## src/rtl/instr_decoder_seq.sv

```systemverilog
// instr_decoder_seq: decodes RST/LD/ST/ALU instruction words into registered datapath strobes.
// Define DEC_ILLEGAL_TRAP_EN to trap opcodes C..F and out-of-range register indices as illegal.
module instr_decoder_seq #(
  parameter int DATA_W = 8,
  parameter int NUM_REGS = 2,
  parameter int RST_CYCLES = 2
) (
  input  logic                clk,
  input  logic                rst,
  input  logic                instr_valid,
  output logic                instr_ready,
  input  logic [DATA_W+7:0]   instr,
  input  logic                mem_ack,
  output logic                soft_rst,
  output logic                load_en,
  output logic                store_en,
  output logic [NUM_REGS-1:0] reg_ce,
  output logic [NUM_REGS-1:0] reg_en,
  output logic [3:0]          instr_code,
  output logic [DATA_W-1:0]   prog_data,
  output logic                busy,
  output logic                illegal
);
`ifdef DEC_ILLEGAL_TRAP_EN
  localparam bit TRAP = 1'b1;
`else
  localparam bit TRAP = 1'b0;
`endif
  localparam logic [3:0] OP_RST = 4'h0, OP_LD = 4'h1, OP_ST = 4'h2;
  typedef enum logic [1:0] {IDLE, EXEC, MEM_WAIT, RST_HOLD} state_t;
  state_t state_q, state_d;
  logic [3:0] code_q, code_d, cnt_q, cnt_d, in_op, in_idx;
  logic [DATA_W-1:0] data_q, data_d;
  logic [NUM_REGS-1:0] ce_q, ce_d, en_q, en_d, in_oh;
  logic soft_q, soft_d, ld_q, ld_d, st_q, st_d, ill_q, ill_d, bad_q, bad_d;
  logic in_bad, accept;
  always_comb begin
    in_op = instr[DATA_W+3:DATA_W];
    in_idx = instr[DATA_W+7:DATA_W+4];
    in_oh = {{(NUM_REGS-1){1'b0}}, 1'b1} << in_idx;
    in_bad = TRAP && (in_op >= 4'hC || 32'(in_idx) >= NUM_REGS);
    // ST and RST hold the decoder until they complete; everything else can overlap the next accept
    instr_ready = !rst && (state_q == IDLE ||
                  (state_q == EXEC && (bad_q || (code_q != OP_ST && code_q != OP_RST))));
    accept = instr_valid && instr_ready;
    state_d = state_q;
    code_d = code_q;
    data_d = data_q;
    cnt_d = cnt_q;
    bad_d = bad_q;
    ill_d = ill_q;
    soft_d = 1'b0;
    ld_d = 1'b0;
    st_d = 1'b0;
    ce_d = '0;
    en_d = '0;
    if (accept) begin
      state_d = EXEC;
      code_d = in_op;
      data_d = instr[DATA_W-1:0];
      cnt_d = 4'd1;
      bad_d = in_bad;
      soft_d = !in_bad && in_op == OP_RST;
      ld_d = !in_bad && in_op == OP_LD;
      st_d = !in_bad && in_op == OP_ST;
      ce_d = (ld_d || st_d) ? in_oh : '0;
      en_d = (!in_bad && in_op >= 4'd3) ? in_oh : '0;
      ill_d = soft_d ? 1'b0 : (ill_q || in_bad);
    end else if ((state_q == EXEC && !bad_q && code_q == OP_ST) || state_q == MEM_WAIT) begin
      state_d = mem_ack ? IDLE : MEM_WAIT;
      st_d = !mem_ack;
      ce_d = mem_ack ? '0 : ce_q;
    end else if (soft_q) begin
      state_d = (cnt_q == 4'(RST_CYCLES)) ? IDLE : RST_HOLD;
      soft_d = state_d == RST_HOLD;
      cnt_d = cnt_q + 4'd1;
    end else begin
      state_d = IDLE;
    end
  end
  always_ff @(posedge clk) begin
    if (rst) begin
      state_q <= IDLE;
      code_q <= '0;
      data_q <= '0;
      cnt_q <= '0;
      bad_q <= 1'b0;
      ill_q <= 1'b0;
      soft_q <= 1'b0;
      ld_q <= 1'b0;
      st_q <= 1'b0;
      ce_q <= '0;
      en_q <= '0;
    end else begin
      state_q <= state_d;
      code_q <= code_d;
      data_q <= data_d;
      cnt_q <= cnt_d;
      bad_q <= bad_d;
      ill_q <= ill_d;
      soft_q <= soft_d;
      ld_q <= ld_d;
      st_q <= st_d;
      ce_q <= ce_d;
      en_q <= en_d;
    end
  end
  assign soft_rst = soft_q;
  assign load_en = ld_q;
  assign store_en = st_q;
  assign reg_ce = ce_q;
  assign reg_en = en_q;
  assign instr_code = code_q;
  assign prog_data = data_q;
  assign busy = state_q != IDLE;
  assign illegal = ill_q;
endmodule

```

## config.mk

```make
export PLATFORM = sky130hd
export DESIGN_NAME = instr_decoder_seq
export DESIGN_NICKNAME = d
export VERILOG_FILES = /design/src/rtl/instr_decoder_seq.sv
export SDC_FILE = /design/constraint.sdc
export NUM_CORES = 1
export LEC_CHECK = 0
export CORE_MARGIN = 1.5
export CORE_UTILIZATION = 25
export CTS_CLUSTER_DIAMETER = 60
export DETAILED_ROUTE_END_ITERATION = 16
export SYNTH_ARGS = -nofsm -noshare
export SYNTH_HDL_FRONTEND = slang
export SYNTH_SLANG_ARGS = --single-unit
```

## constraint.sdc

```tcl
create_clock -name clk -period 1.65 [get_ports clk]
set_input_delay 0.4125 -clock clk [delete_from_list [all_inputs] [get_ports clk]]
set_output_delay 0.4125 -clock clk [all_outputs]
set_load 0.005 [all_outputs]
```

# [Word-level counts from Yosys, hierarchy flattened]
# Cells that the tools add are included.
[classes] addsub=1 order_cmp=1 n_eq_ne=10 shift=1 n_mux=17 bitwise=3 n_reduce_logical=20
[ops] cell="$mux 2" count=8
[ops] cell="$eq 4x2->1 const B" count=3
[ops] cell="$mux 1" count=9
[ops] cell="$logic_and 1x1->1" count=5
[ops] cell="$add 4x1->4 const B" count=1
[ops] cell="$eq 2x2->1 const B" count=2
[ops] cell="$eq 4x1->1 const B" count=1
[ops] cell="$ge 4x2->1 const B" count=1
[ops] cell="$logic_not 4->1" count=1
[ops] cell="$ne 4x2->1 const B" count=1
[ops] cell="$reduce_and 2->1" count=2
[ops] cell="$reduce_bool 2->1" count=2
[ops] cell="$reduce_bool 4->1" count=1
[ops] cell="$reduce_or 2->1" count=2
[ops] cell="$shl 1x4->2 const A" count=1
[ops] cell="$logic_or 1x1->1" count=3
[ops] cell="$ne 3x3->1 const B" count=1
[ops] cell="$not 1->1" count=3
[ops] cell="$reduce_or 3->1" count=1
[ops] cell="$eq 2x1->1 const B" count=1
[ops] cell="$logic_not 1->1" count=2
[ops] cell="$logic_not 2->1" count=1
[ops] cell="$ne 2x2->1 const B" count=1
[word_totals] regBits=25 inputBits=20 output_inout_bits=22 word_cells=64

# [Longest topological paths before layout]
[logic_depth] word_depth=8 mapped_depth=6 depth_no_buf=5

# [Worst setup path after synthesis]
# No wires, ideal clock.
[synth_path] path_kind="reg2reg" from="register code_q[3] (netlist: instr_code[3])" to="register data_q[0] (netlist: prog_data[0])" arrival_time_ns=1.479 t_required_ns=1.533 path_slack_ns=0.054 stages_incl_launch_ff=6 path_buffers=2 period_less_slack_ns=1.596 cell_sequence="dfxtp_1 or4b_1 buf_2 and3_4 buf_6 a22o_1"
[synth_via] elab_chain_len=6 word_cells_on_any_way=7
[synth_rtl] item="from (decl)" line_no="32" source="logic [3:0] code_q, code_d, cnt_q, cnt_d, in_op, in_idx;"
[synth_rtl] item="from (signal assigned)" line_no="96" source="code_q <= code_d;"
[synth_rtl] item="$ne 4x2->1 / $reduce_bool 4->1 (equally long branches)" line_no="44" source="(state_q == EXEC && (bad_q || (code_q != OP_ST && code_q != OP_RST))));"
[synth_rtl] item="$logic_and 1x1->1 * (2 in series)" line_no="44"
[synth_rtl] item="$logic_or 1x1->1 *" line_no="43" source="instr_ready = !rst && (state_q == IDLE ||"
[synth_rtl] item="$logic_and 1x1->1 *" line_no="43"
[synth_rtl] item="$logic_and 1x1->1 *" line_no="45" source="accept = instr_valid && instr_ready;"
[synth_rtl] item="to (signal assigned)" line_no="97" source="data_q <= data_d;"
[synth_rtl] item="to (decl)" line_no="33" source="logic [DATA_W-1:0] data_q, data_d;"
# Every way passes the cells marked *; elsewhere a longest branch is shown, timed or not.
# A chain may end at the register's enable or synchronous reset.

# [Final worst setup path]
[layout_path] from="register code_q[3] (netlist: instr_code[3])" to="output instr_ready"
[layout_via] elab_chain_len=5 word_cells_on_any_way=6
[layout_rtl] item="$ne 4x2->1 / $reduce_bool 4->1 (equally long branches)" line_no="44"
[layout_rtl] item="$logic_and 1x1->1 * (2 in series)" line_no="44"
[layout_rtl] item="$logic_or 1x1->1 *" line_no="43"
[layout_rtl] item="$logic_and 1x1->1 *" line_no="43"
[layout_rtl] item="to (decl)" line_no="11" source="output logic instr_ready,"
# Marks and branches as above.

==> run metrics <==
CTS Root Cell=clkbuf_8; Logic pwr share=0.193; synthesis-to-finish area growth=61.9%; routed length per placed instance=13.1 microns; port bufs=40; Post-Layout Inst Area=1590 sq um; synthesized area=981 sq um; H-tree level count=1; register share of total power=0.520; ratio of final minimum period to clock period=1.10; initial core utilization=0.264; initial antenna violation count=0; worst hold path type=reg -> reg; RSZ-0062 raised after global routing=yes; CP Data Required Time=1.24 ns; CTS sink count=25; Hold Crit Depth=1; Psw=300 uW; Crit Path Max Fanout=2; Pwr Total=1.26 mW; DR top layer=met4; Hold Slack=0.480 ns; clock share of power=0.287; Global Route Usage Sum=0.133; GRT Residual Overflow=0; Antenna Cells=0; DRC viols=0; Seq/Total Area, Yosys=0.510; Hold Startpoint=prog_data[4]$_SDFFE_PP0P_; Skew-Pair Late Insertion Delay=0.27 ns; most frequent cells in the layout=35 x clkdlybuf4s50_1, 24 x dfxtp_1, 11 x a22o_1, 11 x buf_4, 5 x nand2_1; Syn Nets=118; Clock Tree Buf Depth=2; Std-Cell Rows=22; core area=3720 sq um; Final Hold Fails=0; reg2reg start=instr_code[3]$_SDFFE_PP0P_; R2R Setup Slk=-0.03 ns; post-layout min period=1.81 ns; Die Area=4310 sq um; largest net degree at the start of global routing=14; Fin Setup TNS=-0.201 ns; vias in the first global route=951; via count of the routed design=909; power per cell area=794 nW/um^2; Max-Cap Viols=0; metal1 wirelength=1050 microns; DR iter-0 viols=20; final WL=2560 microns; post-synth cell types=32; crit path launch type=flip-flop; Max VDD drop=349 uV; CP Class=reg -> out; Cell Area, Placed=1490 sq um; Lkg Pwr=0.633 nW; Final setup viols=3; layout cell share with drive strength beyond 1=0.184; Internal=960 uW; DRT antenna net count=0; total CTS buffers=3; R2R depth=5; DRT Pass-1 Iters=4; f_max=0.552 GHz; first-pass GRT wire length=4290 microns; area of the multi-input gates=474 sq um; Routed met3 length=225 microns; hpwl dp=1900 microns; Setup Slack @ Placement=-0.421 ns; CP arrival=1.40 ns; Max Clock Skew=0.00516 ns; syn avg cell area=10.2 sq um; Hold Buf Count CTS=0; nets@finish=170; Ports=42; Net Sw Frac=0.238; final worst-path setup slack=-0.161 ns; crit end category=output pin; reg-to-reg endpoint=state_q[1]$_SDFF_PP0_; Final Max Tran Viols=0; synthesized flop and latch total=25; violated checks=setup timing; die height=65.6 microns; # Post-CTS Setup Buffers=0; GP Congestion=0.769; WHS Endpoint=prog_data[4]$_SDFFE_PP0P_; Yosys Warn Count=0; Clock transition at path regs=0.09 ns; metal2 WL=1230 microns; Via density=4.66; Fillers=379; Die W=65.6 microns; status=complete, but fails checks; cells after synthesis=96; most common cell after layout, fill and taps aside=clkdlybuf4s50_1; CTS tree=yes; Reg area=502 sq um
==> logic make-up (layout without fill, tap and decap cells) <==
family	count (synthesis)	after routing	synth area share
simple gates	30	30	0.176
compound gates	28	28	0.219
flops	25	25	0.510
buf+inv	8	59	0.0472
fa+ha+maj	2	2	0.0255
xor+xnor	2	2	0.0179
other cells	1	1	0.00382
==> power groups by stage <==
stage / clock, mW / sequential, mW / combinational, mW
6_report: 0.362 / 0.655 / 0.243
3_5_place_dp: 0 / 0.668 / 0.235
3_3_place_gp: 0 / 0.668 / 0.232
5_1_grt: 0.406 / 0.660 / 0.266
4_1_cts: 0.374 / 0.655 / 0.233
2_1_floorplan: 0 / 0.669 / 0.0841
==> layer usage <==
| metal | up-vias | global-route usage |
|---|---|---|
| met2 | 34 | 0.212 |
| met4 | 0 | 0.0651 |
| met3 | 5 | 0.0582 |
| met1 | 413 | 0.150 |
| li1 | 457 | - |
| met5 | - | 0 |
==> final cells by class <==
cell class              count  area share
repair buffers             52       0.312
flip-flops and latches     25       0.316
inverters                   3     0.00709
clock buffers               4      0.0284
multi-input cells          63       0.299
well taps                  48      0.0378
==> critical path, cell delays in order, from the launching register on <==
cell     delay (ns)
dfxtp_1        0.31
or4b_1         0.54
and2_1         0.16
buf_2          0.12
==> sequential cells by signal, indices dropped and copies added, names as in the netlist, 2 cells and up <==
| register | flops |
|---|---|
| state_q | 2 |
| cnt_q | 4 |
| reg_ce | 2 |
| prog_data | 8 |
| reg_en | 2 |
| instr_code | 4 |
==> synth_stat cells (all sizes together) <==
master / instances / share of area
o21ai: 3 / 0.015
nand2b: 4 / 0.026
xnor2: 2 / 0.018
a211oi: 2 / 0.015
ha: 2 / 0.026
or4b: 1 / 0.010
buf: 4 / 0.032
o211ai: 1 / 0.0077
o21a: 1 / 0.0077
nor3: 4 / 0.020
conb: 1 / 0.0038
a22o: 11 / 0.098
inv: 3 / 0.011
dfxtp: 25 / 0.51
o211a: 1 / 0.010
nor4: 3 / 0.019
a21oi: 5 / 0.026
clkbuf: 1 / 0.0038
o22ai: 1 / 0.0064
or3: 3 / 0.019
and2: 1 / 0.0064
nand3: 3 / 0.020
nand2: 5 / 0.019
or2: 2 / 0.013
a31oi: 1 / 0.013
and3: 1 / 0.011
nor2: 3 / 0.011
a32o: 2 / 0.020
==> through the flow <==
stage,std cells,utilization
floorplan,96,-
global placement,190,0.401
detailed placement,190,0.401
CTS,194,0.413
global route,195,0.427
finish,195,0.427
==> repair_timing <==
item	in CTS	in global routing
endpoints found under the setup margin	4	29
pin swaps	2	4
gates cloned	0	1
resized for setup	7	14
==> worst max path at each step <==
| stage | start | endpoint | slack, ns |
|---|---|---|---|
| after floorplan | instr_code[3]$_SDFFE_PP0P_ | prog_data[0]$_SDFFE_PP0P_ | 0.05 |
| after global placement | rst | instr_ready | -0.41 |
| after detailed placement | rst | instr_ready | -0.42 |
| after CTS | instr_code[0]$_SDFFE_PP0P_ | instr_ready | -0.19 |
| after global routing | instr_code[3]$_SDFFE_PP0P_ | instr_ready | -0.21 |
| final | instr_code[3]$_SDFFE_PP0P_ | instr_ready | -0.16 |
No activity file was read; power rests on OpenSTA's default activity.
